$ cat src/rtl/id_ex_stage.sv
// ID/EX pipeline register: captures decoded instruction and register data into EX,
// inserts load-use / flush bubbles, forwards EX operands from MEM/WB, counts hazards.
module id_ex_stage #(
  parameter int unsigned CTRL_W = 16,
  parameter int unsigned CNT_W  = 16
) (
  input  logic              clk,
  input  logic              reset,
  input  logic              id_valid,
  input  logic [31:0]       id_pc,
  input  logic [4:0]        id_rs,
  input  logic [4:0]        id_rt,
  input  logic              id_uses_rs,
  input  logic              id_uses_rt,
  input  logic [31:0]       id_rs_data,
  input  logic [31:0]       id_rt_data,
  input  logic [31:0]       id_imm,
  input  logic [4:0]        id_dest,
  input  logic              id_regwr,
  input  logic              id_memrd,
  input  logic              id_memwr,
  input  logic [CTRL_W-1:0] id_ctrl,
  input  logic              flush,
  input  logic              ex_stall,
  input  logic              mem_regwr,
  input  logic [4:0]        mem_dest,
  input  logic [31:0]       mem_data,
  input  logic              wb_regwr,
  input  logic [4:0]        wb_dest,
  input  logic [31:0]       wb_data,
  output logic              id_ready,
  output logic              ex_valid,
  output logic              ex_regwr,
  output logic              ex_memrd,
  output logic              ex_memwr,
  output logic [31:0]       ex_pc,
  output logic [31:0]       ex_imm,
  output logic [4:0]        ex_rs,
  output logic [4:0]        ex_rt,
  output logic [4:0]        ex_dest,
  output logic [CTRL_W-1:0] ex_ctrl,
  output logic [31:0]       ex_op_a,
  output logic [31:0]       ex_op_b,
  output logic [CNT_W-1:0]  load_use_cnt,
  output logic [CNT_W-1:0]  flush_cnt
);

  logic [31:0] ex_rs_data;
  logic [31:0] ex_rt_data;
  logic        load_use;

  always_comb begin
    load_use = id_valid && ex_valid && ex_memrd && ex_regwr && (ex_dest != 5'd0) &&
               ((id_uses_rs && (id_rs == ex_dest)) || (id_uses_rt && (id_rt == ex_dest)));
    id_ready = !ex_stall && (flush || !load_use);
  end

  always_ff @(posedge clk or negedge reset) begin
    if (!reset) begin
      ex_valid     <= 1'b0;
      ex_regwr     <= 1'b0;
      ex_memrd     <= 1'b0;
      ex_memwr     <= 1'b0;
      ex_pc        <= '0;
      ex_imm       <= '0;
      ex_rs        <= '0;
      ex_rt        <= '0;
      ex_dest      <= '0;
      ex_ctrl      <= '0;
      ex_rs_data   <= '0;
      ex_rt_data   <= '0;
      load_use_cnt <= '0;
      flush_cnt    <= '0;
    end else if (!ex_stall) begin
      if (flush || load_use) begin
        ex_valid   <= 1'b0;
        ex_regwr   <= 1'b0;
        ex_memrd   <= 1'b0;
        ex_memwr   <= 1'b0;
        ex_pc      <= '0;
        ex_imm     <= '0;
        ex_rs      <= '0;
        ex_rt      <= '0;
        ex_dest    <= '0;
        ex_ctrl    <= '0;
        ex_rs_data <= '0;
        ex_rt_data <= '0;
      end else begin
        // side-effect bits are qualified so a non-valid slot can never write state
        ex_valid   <= id_valid;
        ex_regwr   <= id_regwr & id_valid;
        ex_memrd   <= id_memrd & id_valid;
        ex_memwr   <= id_memwr & id_valid;
        ex_pc      <= id_pc;
        ex_imm     <= id_imm;
        ex_rs      <= id_rs;
        ex_rt      <= id_rt;
        ex_dest    <= id_dest;
        ex_ctrl    <= id_ctrl;
        ex_rs_data <= id_rs_data;
        ex_rt_data <= id_rt_data;
      end
      if (flush && (flush_cnt != '1))
        flush_cnt <= flush_cnt + CNT_W'(1);
      if (load_use && !flush && (load_use_cnt != '1))
        load_use_cnt <= load_use_cnt + CNT_W'(1);
    end
  end

  // MEM result is younger than WB, so it wins; $0 is hard-wired and never forwarded
  always_comb begin
    ex_op_a = ex_rs_data;
    if (mem_regwr && (mem_dest != 5'd0) && (mem_dest == ex_rs))
      ex_op_a = mem_data;
    else if (wb_regwr && (wb_dest != 5'd0) && (wb_dest == ex_rs))
      ex_op_a = wb_data;

    ex_op_b = ex_rt_data;
    if (mem_regwr && (mem_dest != 5'd0) && (mem_dest == ex_rt))
      ex_op_b = mem_data;
    else if (wb_regwr && (wb_dest != 5'd0) && (wb_dest == ex_rt))
      ex_op_b = wb_data;
  end

endmodule

$ cat config.mk
export PLATFORM = sky130hd
export DESIGN_NAME = id_ex_stage
export DESIGN_NICKNAME = d
export VERILOG_FILES = /design/src/rtl/id_ex_stage.sv
export SDC_FILE = /design/constraint.sdc
export NUM_CORES = 1
export LEC_CHECK = 0
export ABC_AREA = 1
export CAP_MARGIN = 40
export CORE_AREA = 2 2 173 175
export CTS_CLUSTER_SIZE = 16
export DETAILED_ROUTE_END_ITERATION = 8
export DIE_AREA = 0 0 175 177
export PLACE_DENSITY = 0.82
export SLEW_MARGIN = 15
export SYNTH_ARGS = -nofsm -noshare
export SYNTH_HDL_FRONTEND = slang
export SYNTH_SLANG_ARGS = --single-unit
$ cat constraint.sdc
create_clock -name clk -period 2.3 [get_ports clk]
set_input_delay 0.575 -clock clk [delete_from_list [all_inputs] [get_ports clk]]
set_output_delay 0.575 -clock clk [all_outputs]
set_load 0.1 [all_outputs]
==> summary.md <==
| Metric | Value |
|---|---|
| Yosys top cell by area | `dfrtp_1` |
| Post-synth top area share | `between 40% and 50%` |
| Area contributors post-synth | `dfrtp_1 (46%), nand3_1 (16%), nand2_1 (13%)` |
| Sequential power share | `a little under a third` |
| Num ports | `roughly 440` |
| Setup crit end kind | `primary output` |
| Routed WL per cell | `approximately 21 um` |
| Post-synth top flop | `dfrtp_1` |
| Switching Fraction | `43.98%` |
| Synth Cell Area | `10630 um2` |
| Max stage delay on crit path | `slightly above 0.5 ns` |
| Final Total Pwr | `between 10 and 15 mW` |
| DRT Wirelength | `48930 um` |
| Syn Area/Cell | `approximately 7.5 um2` |
| Total GRT Usage | `slightly below 30%` |
| Critical-path cell with the highest stage delay | `dfrtp_4` |
| Min-delay worst type | `input port to async pin` |
| TritonCTS Buffers | `17` |
| Initial antenna violation count | `0` |
| Area post-placement | `between 15000 and 20000 um2` |
| Clk slew on worst S/H paths | `0.07 ns` |
| Cell mode on critical path | `buf_12` |
| ANT cells | `0` |
| Syn_nets | `about 1700` |
| GR Overflow Total | `0` |
| Internal Power | `7.081 mW` |
| Worst-case clock buffer depth | `2` |
| Area Overhead vs Synth | `85.48%` |
| Number of global-route vias before repair | `roughly 13000` |
| Cell leakage power | `around 9.4 nW` |
| Max cap viols | `0` |
| Number of synthesized flops with an enable pin | `0` |
| Max Clk Rate | `0.3361 GHz` |
| Row Count | `63` |
| First-pass GRT wire length | `70600 um` |
| Setup ws final | `-0.6752 ns` |
| Core Area | `29240 um2` |
| Min cycle time layout | `approximately 3.0 ns` |
| Fin. Hold Viols | `0` |
| DRC errors left | `0` |
| Latest clock arrival within the worst-skew pair | `between 0.4 and 0.5 ns` |
| Slew headroom | `between 50% and 60%` |
| Number of distinct library cells after synthesis | `27` |
| Initial core utilization | `a little over a third` |
| Maximum vdd ir drop | `847.0 uV` |
| Placed cells | `around 2300` |
| Clk root buf | `clkbuf_16` |
| Routability cong. | `approximately 0.9` |
| Htree depth | `4` |
| # port buffers | `440` |
| Logic gate share of total power | `between 40 and 50%` |
| Final Max Tran Viols | `0` |
| Crit Path Category | `flop to primary output` |
| Post-route cell area | `a little under 20000 um2` |
| ANT nets after route | `0` |
| Critical path peak fanout | `16` |
| Ys Warns | `0` |
| Fill cells | `between 2000 and 2500` |
| Routed vias/inst | `5.384` |
| Fraction of the yosys area taken by sequential cells | `45.90%` |
| Drt first pass iters | `6` |
| Clk network pwr share | `~24%` |
| TritonCTS Sinks | `195` |
| Full die area | `between 30000 and 40000 um2` |
| Non-filler cells, final | `roughly 2300` |
| Post-Synthesis Cells | `roughly 1400` |
| Largest net degree at the start of global routing | `roughly 150` |
| CP Cell Sequence | `buf_12 -> xnor2_4 -> nand2_2 -> nor3_4 -> buf_6 -> buf_12 -> nand3_1 -> nand3_4 -> o21ai_4 -> buf_12` |
| Die Ht | `roughly 180 um` |
| Violated checks | `negative setup slack` |
| FFs w/ async S/R, synth | `100.0%` |
| Worst-margin pin slew | `approximately 0.66 ns` |
| DR vias | `around 13000` |
| Layout cell share with drive strength beyond 1 | `between 30% and 40%` |
| #FFs+latches synth | `195` |
| Crit share post-route | `129.4%` |
| Initial DRC Count | `roughly 1100` |
| RSZ-0062 raised after global routing | `yes` |
| NumNets Final | `between 2000 and 2500` |
| Pwr dens | `641.1 nW/um2` |
| Worst Path Arrival | `around 2.4 ns` |
| Critical Path RT | `roughly 1.7 ns` |
| Hold_buf cts | `0` |
| Post-DP HPWL | `roughly 31000 um` |
| Die X | `175 um` |
| Crit path launch type | `flop` |
| Sw power | `between 5 and 6 mW` |
| Most frequent cell after synthesis | `nand2_1` |
| Status | `finished with violations` |
| Commonest cells post-synth | `nand2_1 (356), nand3_1 (331), dfrtp_1 (195)` |
| Worst clock skew | `roughly 0.016 ns` |
| CTS tree | `built` |
| Final setup viols | `65` |
worst max-delay path: cells and delay by family, from the launching register on:
family / cells / cell delay, ns
AND/OR/NAND/NOR: 4 / 0.59
buffers and inverters: 4 / 0.66
AO/OA/AOI/OAI: 1 / 0.07
flip-flops: 1 / 0.51
XOR/XNOR: 1 / 0.12
power by group through the flow:
stage	Combinational, mW	Sequential (mW)	Clock, mW
floorplan	1.98	5.37	0
global placement	5.16	3.98	0
detailed placement	5.22	3.99	0
CTS	5.45	3.94	3.11
global route	5.82	3.98	3.27
finish	5.63	3.95	3.07
final timing paths:
path | from | to | slack, ns | depth (start not counted)
worst max-delay path | ex_rt[1] | ex_op_b[7] | -0.68 | 10
worst min-delay path | reset | ex_rs_data[30] | 0.1 | 1
worst max register to register | ex_dest[0] | ex_rt_data[6] | 0.11 | 12
worst min register to register | ex_imm[1] | ex_imm[1] | 0.49 | 2
max in group asynchronous | reset | ex_rs_data[21] | 1.49 | 2
min in group clk | ex_imm[1] | ex_imm[1] | 0.49 | 2
metal layers:
layer / vias to the layer above / GRT usage [%] / part of all wire (%)
met5: - / 0 / 0
met4: 0 / 17.33 / 5.7
met3: 187 / 7.582 / 8.7
met2: 764 / 51.47 / 51
met1: 5981 / 32.05 / 35
li1: 5601 / - / -
cells in the final DEF (no fill, tap or decap), types with 5 or more instances in the layout:
cell type        count
dfrtp_2             10
xnor2_2              5
xor2_1              28
buf_12              93
o21bai_1            16
nand2_4             27
nand3_4             52
inv_1              169
o21ai_4             66
o21ai_2              6
inv_6                6
nand2_2             22
nor3_1              19
dfrtp_4             12
xnor2_1              9
o21ai_0             71
nand3_2             29
nand2_1            303
clkbuf_16           19
buf_6               27
nand4_1              7
nor2_1              22
clkdlybuf4s50_1    219
buf_16              10
buf_4              193
inv_2                6
nand3_1            252
dfrtp_1            173
dlygate4sd2_1       18
flip-flops by register name, summed over array words and instances (netlist names), 16 cells and up:
name	count
flush_cnt	16
ex_rt_data	32
load_use_cnt	16
ex_ctrl	16
ex_rs_data	32
ex_pc	32
ex_imm	32
per-stage QoR:
stage	util [%]	worst slack (ns)	TNS, ns	hold WS (ns)
after detailed placement	58.66	-0.8215	-76.46	0.4691
after global placement	58.66	-0.8057	-70.85	0.4642
after global routing	67.42	-0.7741	-42.15	0.1106
final	67.42	-0.6752	-36.47	0.09500
after floorplan	-	-0.3411	-20.18	0.2794
after CTS	65.66	-0.6326	-36.92	0.09118
layout make-up:
type	instances	area (um2)	area share [%]
well taps	390	488.0	2.475
repair buffers	572	6401	32.47
flip-flops and latches	195	4937	25.04
inverters	178	679.4	3.446
clock inverters	13	137.6	0.6981
clock buffers	19	452.9	2.297
multi-input cells	961	6620	33.58
timing repair:
item / CTS / global route
resized for setup: 234 / 95
pin swaps: 34 / 28
gates cloned: 11 / 2
setup endpoints to repair: 65 / 90
buffers inserted: 25 / 9
cells by family after synthesis:
logic type | count (synthesis) | synth area share (%)
flip-flops | 195 | 45.90
adder cells (fa/ha/maj) | 2 | 0.2354
buffers and inverters | 269 | 10.60
AO/OA/AOI/OAI | 162 | 8.216
AND/OR/NAND/NOR | 752 | 31.33
XOR/XNOR | 45 | 3.708
Power figures use the tool's default switching activity.
